==> src/rtl/skew_feed_pkg.sv <==
// Shared types and sizing helpers for the skew feed controller slice.
package skew_feed_pkg;

  typedef enum logic [2:0] {
    IDLE   = 3'd0,
    LOAD   = 3'd1,
    STREAM = 3'd2,
    DRAIN  = 3'd3,
    DONE   = 3'd4
  } state_t;

  localparam int unsigned DEF_R = 2;
  localparam int unsigned DEF_S = 8;
  localparam int unsigned DEF_N = 2;
  localparam int unsigned DEF_D = 3;

  localparam int unsigned STREAM_LEN = DEF_S + DEF_R - 1;

  function automatic int unsigned stream_len(input int unsigned s, input int unsigned r);
    return s + r - 1;
  endfunction

  // Counter must hold both the stream index and the drain index.
  function automatic int unsigned cnt_width(input int unsigned s, input int unsigned r,
                                            input int unsigned d);
    int unsigned m;
    m = (s + r - 1 > d) ? (s + r - 1) : d;
    return (m < 1) ? 1 : $clog2(m + 1);
  endfunction

endpackage

==> src/rtl/skew_window_cmp.sv <==
// Per-lane window comparator: en is high while LANE <= c < LANE+S during STREAM.
module skew_window_cmp #(
  parameter int unsigned CW   = 4,
  parameter int unsigned S    = 8,
  parameter int unsigned LANE = 0
) (
  input  logic [CW-1:0] c,
  input  logic          active,
  output logic          en
);

  localparam logic [CW-1:0] LO  = CW'(LANE);
  localparam logic [CW-1:0] LEN = CW'(S);

  logic [CW:0] diff;

  // Offset from the lane start; the borrow bit flags c < LANE.
  always_comb begin
    diff = {1'b0, c} - {1'b0, LO};
    en   = active && !diff[CW] && (diff[CW-1:0] < LEN);
  end

endmodule

==> src/rtl/skew_feed_controller.sv <==
// Operand feeder sequencer: load, diagonal-skewed shift enables, drain, done.
// Optional op_count output enabled by macro SKEW_FEED_OPCOUNT_EN.
module skew_feed_controller
  import skew_feed_pkg::*;
#(
  parameter int unsigned R = DEF_R,
  parameter int unsigned S = DEF_S,
  parameter int unsigned N = DEF_N,
  parameter int unsigned D = DEF_D
) (
  input  logic             clk,
  input  logic             rst,
  input  logic             start,
  output logic             ready,
  input  logic [R*S*N-1:0] in_data,
  output logic [R-1:0]     load,
  output logic [R*S*N-1:0] load_data,
  output logic [R-1:0]     enable,
  output logic             busy,
  output logic             done
`ifdef SKEW_FEED_OPCOUNT_EN
  ,
  output logic [15:0]      op_count
`endif
);

  localparam int unsigned SLEN = stream_len(S, R);
  localparam int unsigned CW   = cnt_width(S, R, D);
  localparam logic [CW-1:0] STREAM_LAST = CW'(SLEN - 1);
  localparam logic [CW-1:0] DRAIN_LAST  = CW'((D == 0) ? 0 : D - 1);

  state_t        state, state_nxt;
  logic [CW-1:0] cnt, cnt_nxt;
  logic [R-1:0]  en_w;

  always_ff @(posedge clk) begin
    if (rst) begin
      state <= IDLE;
      cnt   <= '0;
    end else begin
      state <= state_nxt;
      cnt   <= cnt_nxt;
    end
  end

  always_ff @(posedge clk) begin
    if (rst)
      load_data <= '0;
    else if (state == IDLE && start)
      load_data <= in_data;
  end

  always_comb begin
    state_nxt = state;
    cnt_nxt   = cnt;
    case (state)
      IDLE: begin
        cnt_nxt = '0;
        if (start) state_nxt = LOAD;
      end
      LOAD: begin
        state_nxt = STREAM;
        cnt_nxt   = '0;
      end
      STREAM: begin
        if (cnt == STREAM_LAST) begin
          cnt_nxt   = '0;
          state_nxt = (D == 0) ? DONE : DRAIN;
        end else begin
          cnt_nxt = cnt + CW'(1);
        end
      end
      DRAIN: begin
        if (cnt == DRAIN_LAST) begin
          cnt_nxt   = '0;
          state_nxt = DONE;
        end else begin
          cnt_nxt = cnt + CW'(1);
        end
      end
      DONE:    state_nxt = IDLE;
      default: state_nxt = IDLE;
    endcase
  end

  for (genvar r = 0; r < R; r++) begin : g_lane
    skew_window_cmp #(
      .CW  (CW),
      .S   (S),
      .LANE(r)
    ) u_cmp (
      .c     (cnt),
      .active(state == STREAM),
      .en    (en_w[r])
    );
  end

  always_comb begin
    ready  = (state == IDLE);
    busy   = (state != IDLE);
    done   = (state == DONE);
    load   = (state == LOAD) ? '1 : '0;
    enable = en_w;
  end

`ifdef SKEW_FEED_OPCOUNT_EN
  always_ff @(posedge clk) begin
    if (rst)
      op_count <= '0;
    else if (state == DONE)
      op_count <= op_count + 16'd1;
  end
`endif

endmodule

==> config.mk <==
export PLATFORM = sky130hd
export DESIGN_NAME = skew_feed_controller
export DESIGN_NICKNAME = d
export VERILOG_FILES = /design/src/rtl/skew_feed_pkg.sv /design/src/rtl/skew_window_cmp.sv /design/src/rtl/skew_feed_controller.sv
export SDC_FILE = /design/constraint.sdc
export NUM_CORES = 1
export LEC_CHECK = 0
export CAP_MARGIN = 20
export CORE_MARGIN = 4
export CORE_UTILIZATION = 44
export DETAILED_ROUTE_END_ITERATION = 7
export PLACE_DENSITY = 0.93
export SYNTH_ARGS = -nofsm -noshare
export SYNTH_HDL_FRONTEND = slang
export SYNTH_SLANG_ARGS = --single-unit
==> constraint.sdc <==
create_clock -name clk -period 2.8 [get_ports clk]
set_input_delay 0.42 -clock clk [delete_from_list [all_inputs] [get_ports clk]]
set_output_delay 0.42 -clock clk [all_outputs]
set_load 0.05 [all_outputs]
Word-level counts from Yosys, hierarchy flattened. Index checks and enable logic that the tools add are counted.

Register bits: 39. Word-level logic and storage cells: 34.

Reduce and logical (&&, ||, !) cells: 10. Order comparisons: 2. Muxes and demuxes: 8. Eq/ne operators: 9. Add/sub/neg operators: 2.

Operators by type and width (number): 3-bit case mux with 4 select lines (1); 4-bit case mux with 3 select lines (1); 3-bit 2-to-1 mux (3); 4-bit less-than comparator (second input constant) (2); 4-bit 2-to-1 mux (2); 3-bit by 2-bit equality test with 1-bit output (second input constant) (2); 2-bit inequality test (second input constant) (3); 3-bit nonzero test (2); 4-bit by 1-bit subtractor with 5-bit output (second input constant) (1); 4-bit by 1-bit adder with 4-bit output (second input constant) (1); 4-bit by 2-bit equality test with 1-bit output (second input constant) (1); 4-bit equality test (second input constant) (1); 1-bit logical AND (4); 3-bit by 1-bit equality test with 1-bit output (second input constant) (1); 3-bit equality test (second input constant) (1); 3-bit logical NOT (1); 3-bit AND reduction (1); 2-bit 2-to-1 mux (1); 2-bit OR reduction (1); 1-bit logical NOT (1).

Logic depth before layout (Yosys ltp).
Depth in word-level cells: 4. Gate-level depth with buffers: 7. Mapped depth without buffers: 6.

Modules after synthesis. A second synthesis with hierarchy kept.

Cells, all modules: 193. Area total of the unflattened synthesis: 1652.8 µm².

By module, submodules not included: skew_feed_controller (times used 1, sequential area each 780.7 µm², area an instance 1617.8 µm², cells an instance 189); skew_window_cmp at g_lane[1].u_cmp (times used 1, sequential area each 0.0 µm², area an instance 21.3 µm², cells an instance 3); skew_window_cmp at g_lane[0].u_cmp (times used 1, sequential area each 0.0 µm², area an instance 13.8 µm², cells an instance 1).

Worst setup path before layout. OpenSTA, ideal clock, no wires.

Path type: register to output. Start: reg state[0]. End: out load[1]. Cell stages (with the launch flop): 3. Setup slack: 0.339 ns. Arrival: 2.041 ns. Data required time: 2.380 ns. Buffers on the path: 1. Cells stage by stage: dfxtp_1 nor3b_1 buf_4.

Cells in the longest elaborated chain, start to end: 2.

RTL lines: start: declaration (line skew_feed_controller.sv:32) `state_t state, state_nxt;`; start signal: assignment (line skew_feed_controller.sv:41) `state <= state_nxt;`; 3-bit by 1-bit equality test with 1-bit output (line skew_feed_controller.sv:102) `load = (state == LOAD) ? '1 : '0;`; 2-bit 2-to-1 mux (line skew_feed_controller.sv:102); end: declaration (line skew_feed_controller.sv:16) `output logic [R-1:0] load,`.

Every way passes these cells.

Worst setup path in the final report.
Start: reg state[1]. End: out enable[1].

Cells in the longest elaborated chain, start to end: 3.

RTL lines: 3-bit by 2-bit equality test with 1-bit output (line skew_feed_controller.sv:93) `.active(state == STREAM),`; 1-bit logical AND (2 in a row) (line skew_window_cmp.sv:20) `en = active && !diff[CW] && (diff[CW-1:0] < LEN);`; end: declaration (line skew_feed_controller.sv:18) `output logic [R-1:0] enable,`.

Every way passes these cells.

==> results.md <==
| Metric | This run | Unit |
|---|---|---|
| CTS tree | built | - |
| Worst setup path start | state[1] | - |
| Total number of H-tree levels | 2 | - |
| Synth area leaders | dfxtp_1 49%, nand2_1 16%, a21oi_1 11% | - |
| Count of vias placed by the detailed router | 1548 | - |
| Number of sinks on the clock net | 39 | - |
| Post-CTS resize count | 0 | - |
| Post-route clock period utilization | 92.5 | % |
| Number of ports placed on the die boundary | 74 | - |
| Gpl congestion | 0.871 | - |
| CP Launch Type | register | - |
| Footprint of the multi-input gates | 698 | um^2 |
| Synthesized area per cell | 8.09 | um^2 |
| Final Hold Violating Endpoints | 0 | - |
| Worst Path Required | 2380 | ps |
| Total iterations of the first detailed-routing run | 4 | - |
| Die Wd | 68.5 | um |
| Crit end category | output port | - |
| Worst Max-Slew Pin Slew | 613 | ps |
| FF-to-FF path depth | 5 | - |
| Most used flip-flop cell after synthesis | dfxtp_1 | - |
| Die area | 4690 | um^2 |
| Clk pin slew, worst setup/hold paths | 70 | ps |
| Number of hold-repair buffers added at the cts stage | 0 | - |
| Die height | 68.5 | um |
| DRC errors left | 0 | - |
| Count of maximum capacitance violations | 0 | - |
| Power density over cell area | 645 | nW/um^2 |
| Share of total power in the clock network | 29.3 | % |
| Commonest cells in the synthesized netlist | 70 x nand2_1, 39 x dfxtp_1, 35 x a21oi_1 | - |
| Fraction of the yosys area taken by sequential cells | 48.5 | % |
| Worst setup path category | reg2out | - |
| Setup-violating endpoint count in the final report | 0 | - |
| Number of enable flip-flop cells after synthesis | 0 | - |
| Gate power share | 30.3 | % |
| Post-route ant nets | 0 | - |
| Fraction of final layout cells with drive strength greater than 1 | 5.60 | % |
| Clock Tree Buf Depth | 2 | - |
| Post-synthesis cell area | 1610 | um^2 |
| TNS Setup | 0 | ps |
| Proportion of register bits with asynchronous set or reset after synthesis | 0 | % |
| Detail-routed via count per cell | 4.93 | - |
| Fin util | 70.3 | % |
| Detailed placer's ending HPWL | 2840 | um |
| Signal arrival time at the worst endpoint | 2170 | ps |
| Initial antenna violation count | 0 | - |
| Worst slew slack as a fraction of its limit | 59.0 | % |
| Count of input and output buffers | 73 | - |
| Cell accounting for the most synthesized area | dfxtp_1 | - |
| Number of different library cells in the post-synthesis netlist | 25 | - |
| Switching power total | 0.000523 | W |
| DR WL/cell | 12.3 | um |
| Design Power | 0.00156 | W |
| Final Instance Area | 2420 | um^2 |
| Global-route wire length before repair | 6010 | um |
| Layout Skew | 9.67 | ps |
| Cell with the most instances after synthesis | nand2_1 | - |
| Peak supply drop | 428 | uV |
| Later-pin clock latency in the skew report | 290 | ps |
| Destination of the critical timing path | enable[1] | - |
| CTS buffer count | 5 | - |
| Area of placed instances | 2310 | um^2 |
| Vias in the first global route | 1366 | - |
| Warnings, synthesis | 0 | - |
| Maximum operating frequency | 386 | MHz |
| Global-route usage over all layers | 17.3 | % |
| Total overflow reported by the global router | 0 | - |
| Placeable core area | 3440 | um^2 |
| Number of antenna diodes | 0 | - |
| Switching Fraction | 33.5 | % |
| Worst reg-to-reg setup slack | 1090 | ps |
| Layout Area Growth over Synthesis | 50.5 | % |
| Initial core utilization | 46.7 | % |
| Post-synthesis instance total | 199 | - |
| Total instance count after detailed placement | 306 | - |
| Post-CTS Setup Repair Bufs | 0 | - |
| Reg2Reg Launch Point | cnt[1] | - |
| Run status | finished, final reports clean | - |
| Sum of routed wire length over all layers | 3880 | um |
| FILL cells | 283 | - |
| Worst Path Max Fanout | 9 | - |
| Root Driver | clkbuf_8 | - |
| Number of standard-cell rows in the floorplan | 21 | - |
| Iteration-0 DRC Markers | 167 | - |
| Fin. max-slew vios | 0 | - |
| Power share of the sequential group | 40.3 | % |
| Final min period | 2590 | ps |
| Post-synth top area share | 48.5 | % |
| Maximum number of pins on one net before global-route repair | 29 | - |
| Cell Count, Final, Fillers Out | 314 | - |
| Worst Hold Class | reg2reg | - |
| Leak pwr | 0.897 | nW |
| Setup repair after global routing missed its margin | no | - |
| Post-synthesis net count | 238 | - |
| Sequential cell area in the final layout | 781 | um^2 |
| Post-layout net count | 306 | - |
| Internal Power | 0.00104 | W |
| Seq cells post-synth | 39 | - |
| Worst reg2reg path endpoint | cnt[2] | - |
==> per-layer routing <==
metal	GRT usage, %	vias up	routed length [um]
li1	-	787	-
met1	18.2	699	1570
met2	30.0	55	1850
met3	7.39	7	402
met4	7.20	0	57
met5	0	-	0
==> per-stage QoR <==
| stage | hold WS (ps) | setup WS (ps) |
|---|---|---|
| floorplan | 495 | 339 |
| global placement | 441 | 554 |
| detailed placement | 446 | 524 |
| CTS | 456 | 210 |
| global route | 468 | 97.1 |
| finish | 454 | 209 |
==> area by class of cell <==
cell class | instances | share of cell area [%]
tap | 46 | 2.38
clock buffer | 5 | 2.84
timing repair buffer | 77 | 31.4
multi-input combinational | 141 | 28.8
sequential | 39 | 32.2
clock inverter | 3 | 1.81
inverter | 3 | 0.465
==> worst min-delay path by stage <==
stage,start,to,cells after the start
CTS,load_data[9],load_data[9],2
floorplan,cnt[0],cnt[0],2
global route,load_data[25],load_data[25],2
finish,load_data[13],load_data[13],2
detailed placement,load_data[9],load_data[9],2
global placement,load_data[8],load_data[8],2
==> critical path: stages (launching register included) <==
cell and delay [ps]:
dfxtp_1 500, or3b_4 450, a21oi_1 130, clkdlybuf4s50_1 820
==> layout by cell type (no fill, tap or decap), types with 2 or more instances in the layout <==
cell             synthesis  layout
nor2_1                   8       8
o21bai_1                 2       2
nand2_1                 70      70
dfxtp_1                 39      39
o21ai_0                  2       2
clkdlybuf4s50_1          0      73
a31oi_1                  2       2
nor3b_1                  3       3
inv_1                    3       3
buf_4                    5       4
nand3b_1                 4       4
clkbuf_8                 1       5
nand3_1                  2       2
a21oi_1                 35      35
ha_1                     4       4
==> power groups by stage <==
stage / registers, W / clock network, W / logic (W)
after global routing: 0.000635 / 0.000496 / 0.000505
after global placement: 0.000639 / 0 / 0.000471
after CTS: 0.000629 / 0.000471 / 0.000478
final: 0.000629 / 0.000458 / 0.000474
after floorplan: 0.000771 / 0 / 0.000190
after detailed placement: 0.000642 / 0 / 0.000477
==> registers in the layout, indices dropped and copies added (netlist names) <==
| register | cells |
|---|---|
| cnt | 4 |
| load_data | 32 |
| state | 3 |
==> kinds of logic after synthesis <==
logic type | Yosys count | synth area share, %
buffers and inverters | 19 | 8.09
AOI/OAI and AO/OA | 45 | 15.6
adders and majority gates | 4 | 3.11
DFF | 39 | 48.5
and+or+nand+nor | 92 | 24.7
(Power assumes the default switching activity.)
